--- config.mk ---
export PLATFORM = sky130hd
export DESIGN_NAME = mem_port_arbiter
export DESIGN_NICKNAME = d
export VERILOG_FILES = /design/src/rtl/mem_port_arbiter_pkg.sv /design/src/rtl/mux2to1_32bit.sv /design/src/rtl/mem_port_arbiter.sv
export SDC_FILE = /design/constraint.sdc
export NUM_CORES = 1
export LEC_CHECK = 0
export ABC_AREA = 1
export CAP_MARGIN = 20
export CORE_ASPECT_RATIO = 1.4
export CORE_MARGIN = 5
export CORE_UTILIZATION = 26
export CTS_CLUSTER_SIZE = 20
export DETAILED_ROUTE_END_ITERATION = 8
export GPL_TIMING_DRIVEN = 1
export HOLD_SLACK_MARGIN = 0.15
export PLACE_DENSITY = 0.81
export SETUP_SLACK_MARGIN = 0.4
export SYNTH_ARGS = -nofsm -noshare
export SYNTH_HDL_FRONTEND = slang
export SYNTH_SLANG_ARGS = --single-unit
--- constraint.sdc ---
create_clock -name clk -period 1.5 [get_ports clk]
set_input_delay 0.375 -clock clk [delete_from_list [all_inputs] [get_ports clk]]
set_output_delay 0.375 -clock clk [all_outputs]
set_load 0.05 [all_outputs]
--- src/rtl/mem_port_arbiter_pkg.sv ---
`default_nettype none
// ============================================================================
// Module      : mem_port_arbiter_pkg
// Description : Shared constants for the two-requester memory port arbiter.
//               These are the FSM state codes and the mux select values
//               (0 = requester A, 1 = requester B).
// Revision    : 1.0 - initial release
// ============================================================================
package mem_port_arbiter_pkg;

    localparam logic [1:0] ST_IDLE   = 2'd0;
    localparam logic [1:0] ST_BUSY_A = 2'd1;
    localparam logic [1:0] ST_BUSY_B = 2'd2;

    localparam logic SEL_A = 1'b0;
    localparam logic SEL_B = 1'b1;

endpackage
`default_nettype wire

--- src/rtl/mux2to1_32bit.sv ---
`default_nettype none
// ============================================================================
// Module      : mux2to1_32bit
// Description : 2:1 data multiplexer. Selecting SEL_A passes i_d0 and
//               selecting SEL_B passes i_d1.
// Ports       : i_sel - select
//               i_d0  - requester A data
//               i_d1  - requester B data
//               o_y   - selected data
// Revision    : 1.0 - initial release
// ============================================================================
module mux2to1_32bit
    import mem_port_arbiter_pkg::*;
#(
    parameter int WIDTH = 32
) (
    input  logic             i_sel,
    input  logic [WIDTH-1:0] i_d0,
    input  logic [WIDTH-1:0] i_d1,
    output logic [WIDTH-1:0] o_y
);

    assign o_y = (i_sel == SEL_B) ? i_d1 : i_d0;

endmodule
`default_nettype wire

--- src/rtl/mem_port_arbiter.sv ---
`default_nettype none
// ============================================================================
// Module      : mem_port_arbiter
// Description : Round-robin arbiter that shares one memory port between
//               requester A (instruction fetch) and requester B (load/store).
//               It uses a valid/ready handshake toward memory and aborts a
//               transaction when memory does not respond within TIMEOUT
//               busy cycles.
// Ports       : clk, rst                  - clock, sync active-high reset
//               req/addr/wdata/we _a, _b  - requester inputs
//               mem_valid/addr/wdata/we   - memory request side
//               mem_ready, mem_rdata      - memory response side
//               sel_o                     - mux select (0 = A, 1 = B)
//               done_a, done_b            - completion pulses
//               rdata_o                   - read data, valid with done_x
//               err_o                     - timeout abort flag, with done_x
// Revision    : 1.0 - initial release
// ============================================================================
module mem_port_arbiter
    import mem_port_arbiter_pkg::*;
#(
    parameter int DATA_W  = 32,
    parameter int TIMEOUT = 16,
    parameter int CNT_W   = 5
) (
    input  logic              clk,
    input  logic              rst,
    input  logic              req_a,
    input  logic [DATA_W-1:0] addr_a,
    input  logic [DATA_W-1:0] wdata_a,
    input  logic              we_a,
    input  logic              req_b,
    input  logic [DATA_W-1:0] addr_b,
    input  logic [DATA_W-1:0] wdata_b,
    input  logic              we_b,
    output logic              mem_valid,
    output logic [DATA_W-1:0] mem_addr,
    output logic [DATA_W-1:0] mem_wdata,
    output logic              mem_we,
    input  logic              mem_ready,
    input  logic [DATA_W-1:0] mem_rdata,
    output logic              sel_o,
    output logic              done_a,
    output logic              done_b,
    output logic [DATA_W-1:0] rdata_o,
    output logic              err_o
);

    // The last BUSY cycle before an abort is the one where the counter
    // holds TIMEOUT-1. The counter starts from zero on the first BUSY cycle.
    localparam logic [CNT_W-1:0] c_CNT_LIMIT = CNT_W'(TIMEOUT - 1);

    logic [1:0]       r_state;
    logic [CNT_W-1:0] r_cnt;
    logic             r_last_grant;
    logic             w_other_req;

    // The request from the requester that is not being served right now.
    assign w_other_req = (sel_o == SEL_A) ? req_b : req_a;

    assign mem_we = mem_valid & ((sel_o == SEL_B) ? we_b : we_a);

    mux2to1_32bit #(.WIDTH(DATA_W)) u_addr_mux (
        .i_sel (sel_o),
        .i_d0  (addr_a),
        .i_d1  (addr_b),
        .o_y   (mem_addr)
    );

    mux2to1_32bit #(.WIDTH(DATA_W)) u_wdata_mux (
        .i_sel (sel_o),
        .i_d0  (wdata_a),
        .i_d1  (wdata_b),
        .o_y   (mem_wdata)
    );

    always_ff @(posedge clk) begin
        if (rst) begin
            r_state      <= ST_IDLE;
            r_cnt        <= '0;
            r_last_grant <= SEL_B;
            sel_o        <= SEL_A;
            mem_valid    <= 1'b0;
            done_a       <= 1'b0;
            done_b       <= 1'b0;
            err_o        <= 1'b0;
            rdata_o      <= '0;
        end else begin
            done_a <= 1'b0;
            done_b <= 1'b0;
            err_o  <= 1'b0;
            case (r_state)
                ST_IDLE: begin
                    r_cnt <= '0;
                    // When both requesters are active, A wins unless A was served last.
                    if (req_a && (!req_b || (r_last_grant == SEL_B))) begin
                        r_state   <= ST_BUSY_A;
                        sel_o     <= SEL_A;
                        mem_valid <= 1'b1;
                    end else if (req_b) begin
                        r_state   <= ST_BUSY_B;
                        sel_o     <= SEL_B;
                        mem_valid <= 1'b1;
                    end
                end
                ST_BUSY_A, ST_BUSY_B: begin
                    if (mem_ready) begin
                        rdata_o      <= mem_rdata;
                        done_a       <= (sel_o == SEL_A);
                        done_b       <= (sel_o == SEL_B);
                        r_last_grant <= sel_o;
                        r_cnt        <= '0;
                        // Hand the port straight to a waiting requester. The
                        // requester just served always returns through IDLE,
                        // which gives it time to drop its request after done.
                        if (w_other_req) begin
                            r_state <= (sel_o == SEL_A) ? ST_BUSY_B : ST_BUSY_A;
                            sel_o   <= ~sel_o;
                        end else begin
                            r_state   <= ST_IDLE;
                            mem_valid <= 1'b0;
                        end
                    end else if (r_cnt == c_CNT_LIMIT) begin
                        rdata_o      <= '0;
                        done_a       <= (sel_o == SEL_A);
                        done_b       <= (sel_o == SEL_B);
                        err_o        <= 1'b1;
                        r_last_grant <= sel_o;
                        r_cnt        <= '0;
                        r_state      <= ST_IDLE;
                        mem_valid    <= 1'b0;
                    end else begin
                        r_cnt <= r_cnt + 1'b1;
                    end
                end
                default: begin
                    r_state   <= ST_IDLE;
                    mem_valid <= 1'b0;
                end
            endcase
        end
    end

endmodule
`default_nettype wire

### Yosys cells after proc, flatten, opt, wreduce, memory -nomap -nowiden

Cells that the tools add are included.

| storage, ports and cells | value |
|---|---|
| register bits after elaboration | 45 |
| output and inout bits | 102 |
| logic and storage cells | 67 |
| input port bits | 167 |

| operators by class | value |
|---|---|
| mux-type cells | 33 |
| bitwise logic cells | 3 |
| add/sub/neg operators | 1 |
| equal/unequal tests | 8 |
| reductions and logical operators | 13 |

Operators by type and width:

| operator | count |
|---|---|
| $mux W32 | 4 |
| $mux W1 | 17 |
| $mux W2 | 6 |
| $mux W5 | 2 |
| $pmux W5 S2 | 1 |
| $ne A3 B3 Y1 const B | 3 |
| $add A5 B1 Y5 const B | 1 |
| $eq A5 B4 Y1 const B | 1 |
| $ne A2 B2 Y1 const B | 2 |
| $pmux W1 S2 | 2 |
| $pmux W2 S2 | 1 |
| $reduce_and A2 Y1 | 2 |
| $reduce_and A4 Y1 | 1 |
| $reduce_bool A2 Y1 | 2 |
| $reduce_or A2 Y1 | 2 |
| $reduce_and A3 Y1 | 1 |
| $reduce_or A3 Y1 | 1 |
| $eq A2 B1 Y1 const B | 1 |
| $eq A2 B2 Y1 const B | 1 |
| $logic_not A2 Y1 | 1 |
| $not A1 Y1 | 2 |
| $and A1 B1 Y1 | 1 |
| $logic_and A1 B1 Y1 | 1 |
| $logic_not A1 Y1 | 1 |
| $logic_or A1 B1 Y1 | 1 |

### Depth between registers and ports, before layout

Gate-level depths: netlist of the first run.

| logic depth | value |
|---|---|
| depth after elaboration | 5 |
| mapped depth | 10 |
| gate-level depth less buffers | 10 |

### Cells and area by module

A second synthesis of the first run with hierarchy kept.

| second synthesis, totals | value |
|---|---|
| cell total of the unflattened synthesis | 448 |
| area total of the unflattened synthesis | 2783.9 um2 |

By module, submodules not included:

| module | times used | cells an instance | area each (um2) | sequential area each (um2) |
|---|---|---|---|---|
| mem_port_arbiter | 1 | 240 | 1800.5 | 900.9 |
| mux2to1_32bit | 2 | 104 | 491.7 | 0.0 |

### Least setup slack after synthesis of the first run

No wires, ideal clock.

| timing path | value |
|---|---|
| kind | flip-flop to output port |
| start | reg sel_o |
| end | out mem_we |
| data required time | 1.125 ns |
| path buffers | 2 |
| data arrival time | 1.792 ns |
| cell stages (with the launch flop) | 5 |
| setup slack | -0.667 ns |
| cells stage by stage | dfxtp_1 -> buf_2 -> buf_2 -> o21ai_0 -> nor2_1 |

| between the ends | value |
|---|---|
| cells in the longest elaborated chain, start to end | 2 |

RTL lines:

| element | RTL line | source |
|---|---|---|
| start: declaration | mem_port_arbiter.sv:42 | `output logic sel_o,` |
| start signal: assignment | mem_port_arbiter.sv:118 | `sel_o <= ~sel_o;` |
| $mux W1 | mem_port_arbiter.sv:61 | `assign mem_we = mem_valid & ((sel_o == SEL_B) ? we_b : we_a);` |
| $and A1 B1 Y1 | mem_port_arbiter.sv:61 |  |
| end: declaration | mem_port_arbiter.sv:39 | `output logic mem_we,` |

Every way passes these cells.

### Worst setup path after layout of the first run

| timing path | value |
|---|---|
| start | reg sel_o |
| end | out mem_addr[2] |

| between the ends | value |
|---|---|
| cells in the longest elaborated chain, start to end | 1 |

RTL lines:

| element | RTL line | source |
|---|---|---|
| $mux W32 | mux2to1_32bit.sv:23 | `assign o_y = (i_sel == SEL_B) ? i_d1 : i_d0;` |
| end: declaration | mem_port_arbiter.sv:37 | `output logic [DATA_W-1:0] mem_addr,` |

Every way passes these cells.

==> reports/metrics.cfg, run 1 <==
[logic_synthesis]
synthCells=447
ys_warn_count=0
yosys.area.top_type=nand2_1
ys_ff_latch=45
synth_area_leaders=nand2_1, dfxtp_1, a21oi_1, nor2_1, inv_1
ys_seq_area_share_pct=35.0
netlist-cell-type-count=20
syn_area_sq_um=2580
synth.avg_cell_area_sq_um=5.76
synth_top_area_share_pct=40.8
syn_nets=617

[layout]
reg_top3=rdata_o: 32 flops, r_cnt: 5 flops, r_state: 2 flops
layout_commonest_cell=clkdlybuf4s50_1
largest_reg_flops=32
regMostFlops=rdata_o
diodes=0
drive_gt1_share_pct=61.4
utilization_pct=91.9
synthToLayoutAreaGrowth_pct=249
nets=951
mostFrequentLayoutCells=clkdlybuf4s50_1, nand2_4, buf_12
num-fill-cells=359

[placed_design]
hpwl_microns=12000
port_buffers=268
gp_congestion=0.830
post-place-ws_ns=-0.166

[sta]
setup_viol=80
layout_min_cycle_time_ns=1.73
hold_viol=0
slew_headroom_pct=71.6
post-route-period-util_pct=116
tns_ns=-12.88
fin_ws_ns=-0.233
hold_slack_ns=0.504
max_freq_mhz=577
clock_skew_ns=0.00691
drv_slew=0
rsz0062_at_grt=true
tightestPinTransition_ns=0.426

[global_routing]
grt_pass1_vias=4883
grt_usage_pct=29.9
grt_max_degree=31
overflow=0
grt_pass1_wl_microns=27400
grt_antenna_before_repair=1

[setup_path]
crit_top_cell=buf_12
cp-start-kind=register
crit_path_cell_trace=buf_4, buf_12, nand2_1, nand2_4, buf_12
crit_path_max_fanout=8
slowest_delay_ns=0.40
setup.worst_path.end_class=output port
cp.required_ns=1.12
crit_type=reg -> out
arrival_ns=1.36
cp_slowest_cell=dfxtp_4

[detailed_routing]
route.detailed.drc=0
post_drt_wl_per_cell_microns=24.5
drtAntennaViolNets=0
vias=4824
firstDrtPassIters=5
routed_wl_microns=22500
drt-initial-drc-count=318
vias_per_cell=5.26

[pwr]
power_leakage_nw=3.90
ir_drop_uv=1460
power-per-cell-area_nw_per_um2=1950

[clocking]
cts_root_buf=clkbuf_16
cts_htree_levels=2
clkTransAtPathRegs_ns=0.07
worstSkewPairLatency_ns=0.31
clockBufferDepth=2
cts_tree=built
cts_buffers=5
clock-sinks=45

[floorplan]
rows=43
die_w_microns=94.1
die-area_sq_um=12000
num_io_pins=269
core_sq_um=9790
die_h_microns=128
initial_core_util_pct=26.3

[flow_run]
drv_cap=0

[outcome]
status=finished, violations left
violations=negative setup slack

[hold_path]
hold_path.class=reg -> reg

-- metal layers --
layer	wire length, microns	global-route usage (%)
met1	6460	27.2
met2	12400	58.3
met3	1880	9.28
met4	1800	14.1
met5	11	0
-- cell families after synthesis --
family / after synthesis / share of synthesized area [%]
flops: 45 / 35.0
simple gates: 312 / 46.8
compound gates: 46 / 9.37
buf+inv: 40 / 7.04
fa+ha+maj: 3 / 1.46
xor+xnor: 1 / 0.340
-- worst max-delay path: cells and delay by family, from the launching register on --
family	cells	cell delay, ns
buffers and inverters	3	0.43
flip-flops	1	0.40
AND/OR/NAND/NOR	2	0.21
-- stage by stage --
stage               total power [mW]  instance area (sq um)  instances
floorplan                       8.04                   3370        447
global placement                12.9                   7170        842
detailed placement              13.1                   7170        842
CTS                             16.1                   8400        890
global route                    18.0                   9000        917
finish                          17.6                   9000        917
-- synth_stat cells (all sizes together) --
| library cell | count |
|---|---|
| nand2 | 282 |
| dfxtp | 45 |
| a21oi | 39 |
| nor2 | 19 |
| inv | 15 |
| buf | 13 |
| clkbuf | 12 |
| o21ai | 7 |
| nand3 | 6 |
| nor3 | 4 |
| ha | 3 |
| nand4 | 1 |
| xor2 | 1 |
-- where the power goes --
part | total (mW) | internal, mW | switching (mW)
logic | 14.4 | 6.64 | 7.75
clock network | 1.51 | 0.962 | 0.544
registers | 1.66 | 1.42 | 0.247
-- cell type report --
cell class | instances | area (sq um) | share of cell area, %
clock buffer | 5 | 125 | 1.39
clock inverter | 3 | 68.8 | 0.765
inverter | 15 | 78.8 | 0.876
multi-input combinational | 362 | 2810 | 31.2
sequential | 45 | 992 | 11.0
tap | 135 | 169 | 1.88
timing repair buffer | 352 | 4760 | 52.9
-- worst paths after layout --
kind	end	from	cells after the start	slack [ns]
min	rdata_o[10]	rdata_o[10]	2	0.50
min reg2reg	rdata_o[10]	rdata_o[10]	2	0.50
max	mem_addr[2]	sel_o	5	-0.23
max reg2reg	sel_o	sel_o	11	-0.23
-- timing repair --
item | in CTS | in global routing
cloned | 8 | 5
hold buffers | 0 | 0
pin swaps | 39 | 28
setup endpoints to repair | 146 | 146
gates resized for setup | 194 | 88
setup buffers | 32 | 22
Note: power is estimated with default switching activity, not from simulation.
==> inputs of run 2 (changes only) <==
- CORE_AREA: default -> 5 5 100 102
- CORE_ASPECT_RATIO: 1.4 -> default
- CORE_MARGIN: 5 -> default
- CORE_UTILIZATION: 26 -> default
- DIE_AREA: default -> 0 0 105 107
- PLACE_DENSITY: 0.81 -> 0.85
- clock period: 1.5 -> 2.1 ns (I/O delays scaled with it)
==> reports/metrics.cfg, run 2 (synthesis gave the netlist of run 1 again) <==
[clocking]
clockBufferDepth=2
cts_root_buf=clkbuf_8
cts_tree=built
worstSkewPairLatency_ns=0.30
clkTransAtPathRegs_ns=0.09
cts_htree_levels=2
cts_buffers=5
clock-sinks=45

[detailed_routing]
drtAntennaViolNets=0
vias_per_cell=5.09
firstDrtPassIters=5
vias=4335
post_drt_wl_per_cell_microns=22.4
route.detailed.drc=0
routed_wl_microns=19000
drt-initial-drc-count=171

[sta]
drv_slew=0
tightestPinTransition_ns=0.503
tns_ns=0
max_freq_mhz=501
rsz0062_at_grt=true
setup_viol=0
hold_viol=0
hold_slack_ns=0.461
post-route-period-util_pct=95.1
layout_min_cycle_time_ns=2.00
clock_skew_ns=0.0126
slew_headroom_pct=66.6

[layout]
synthToLayoutAreaGrowth_pct=197
fin_cells=852
largest_reg_flops=32
regMostFlops=rdata_o
mostFrequentLayoutCells=clkdlybuf4s50_1, nand2_1, nand2_4
num-fill-cells=428
stdcell_area_sq_um=7660
drive_gt1_share_pct=41.8
reg_top3=rdata_o: 32 flops, r_cnt: 5 flops, r_state: 2 flops
seqCellArea_sq_um=905
layout_commonest_cell=clkdlybuf4s50_1
multiInputGateArea_sq_um=2430
nets=909

[floorplan]
die_w_microns=105
die-area_sq_um=11200
num_io_pins=269
die_h_microns=107
rows=35
initial_core_util_pct=28.6
core_sq_um=9020

[flow_run]
drv_cap=0

[hold_path]
hold_depth=2
hold_path_end=rdata_o[17]
hold_start=rdata_o[17]
hold_path.class=reg -> reg

[placed_design]
hpwl_microns=11000
place_area_sq_um=6380
dpl.cell_count=807
port_buffers=268
gp_congestion=0.863

[setup_path]
arrival_ns=1.47
cp_top_family=buffers and inverters
rrSetupSlack_ns=0.46
cp_slowest_cell=dfxtp_4
cp.required_ns=1.57
setup.worst_path.end_class=output port
r2r-end=sel_o
cp-start-kind=register
slowest_delay_ns=0.44
crit_path_max_fanout=7
crit_buf_inv=5
crit_path_cell_trace=inv_8, buf_6, buf_12, buf_16, nand2_4, nand2_4, buf_12
reg2reg_depth=11
timing.rr.start=sel_o
crit_type=reg -> out

[outcome]
status=complete, no violations

[global_routing]
grt_max_degree=38
grt_antenna_before_repair=1
grt_pass1_wl_microns=26400
grt_usage_pct=29.9
grt_pass1_vias=4474
overflow=0

[pwr]
power_leakage_nw=3.57
power-per-cell-area_nw_per_um2=1540
ir_drop_uv=779

[run 2: metal layers]
layer  wire [microns]  global-route usage, %
met1             6480                   31.8
met2             9950                   54.2
met3             1690                   8.19
met4              911                   14.5
met5               13                      0
[run 2: worst max path at each step]
stage / from / endpoint / cells after the start
6_report: sel_o / mem_addr[13] / 7
3_5_place_dp: mem_ready / rdata_o[24] / 6
4_1_cts: sel_o / mem_addr[13] / 7
3_3_place_gp: we_a / mem_we / 4
2_1_floorplan: sel_o / mem_addr[13] / 6
5_1_grt: sel_o / mem_addr[13] / 7
[run 2: worst register-to-register path, cell delays in order, from the launching register on]
cell	delay [ns]
dfxtp_4	0.40
buf_12	0.14
buf_8	0.12
clkbuf_16	0.16
buf_4	0.16
nor2_2	0.17
nor2_1	0.06
nand2_1	0.05
nand3_1	0.08
nand2_1	0.07
nand2_1	0.06
nor2_1	0.09
[run 2: per-stage QoR]
stage / utilization [%] / total power [mW] / setup slack (ns)
6_report: 84.9 / 11.8 / 0.104
5_1_grt: 84.9 / 12.2 / 0.0688
4_1_cts: 83.4 / 11.2 / 0.128
3_5_place_dp: 70.8 / 8.60 / 0.198
3_3_place_gp: 70.8 / 8.47 / 0.217
2_1_floorplan: - / 5.18 / 0.405
[run 2: layout make-up]
type                    instances  share of cell area, %
inverters                      15                  0.833
repair buffers                310                   52.7
multi-input cells             362                   31.7
well taps                     111                   1.81
clock buffers                   6                  0.947
diodes                          1                 0.0327
flip-flops and latches         45                   11.8
clock inverters                 2                  0.131
[run 2: power breakdown]
part | switching (mW) | internal [mW] | leakage (nW)
logic | 5.47 | 4.72 | 3.15
clock network | 0.296 | 0.231 | 0.0450
registers | 0.105 | 0.983 | 0.367
total | 5.87 | 5.93 | 3.57
[run 2: timing repair]
action	CTS	global route
buffers inserted	20	1
resized for setup	213	84
setup endpoints to repair	99	102
cloned	13	2
endpoints found under the hold margin	0	0
hold buffers	0	0
pin swaps	34	21
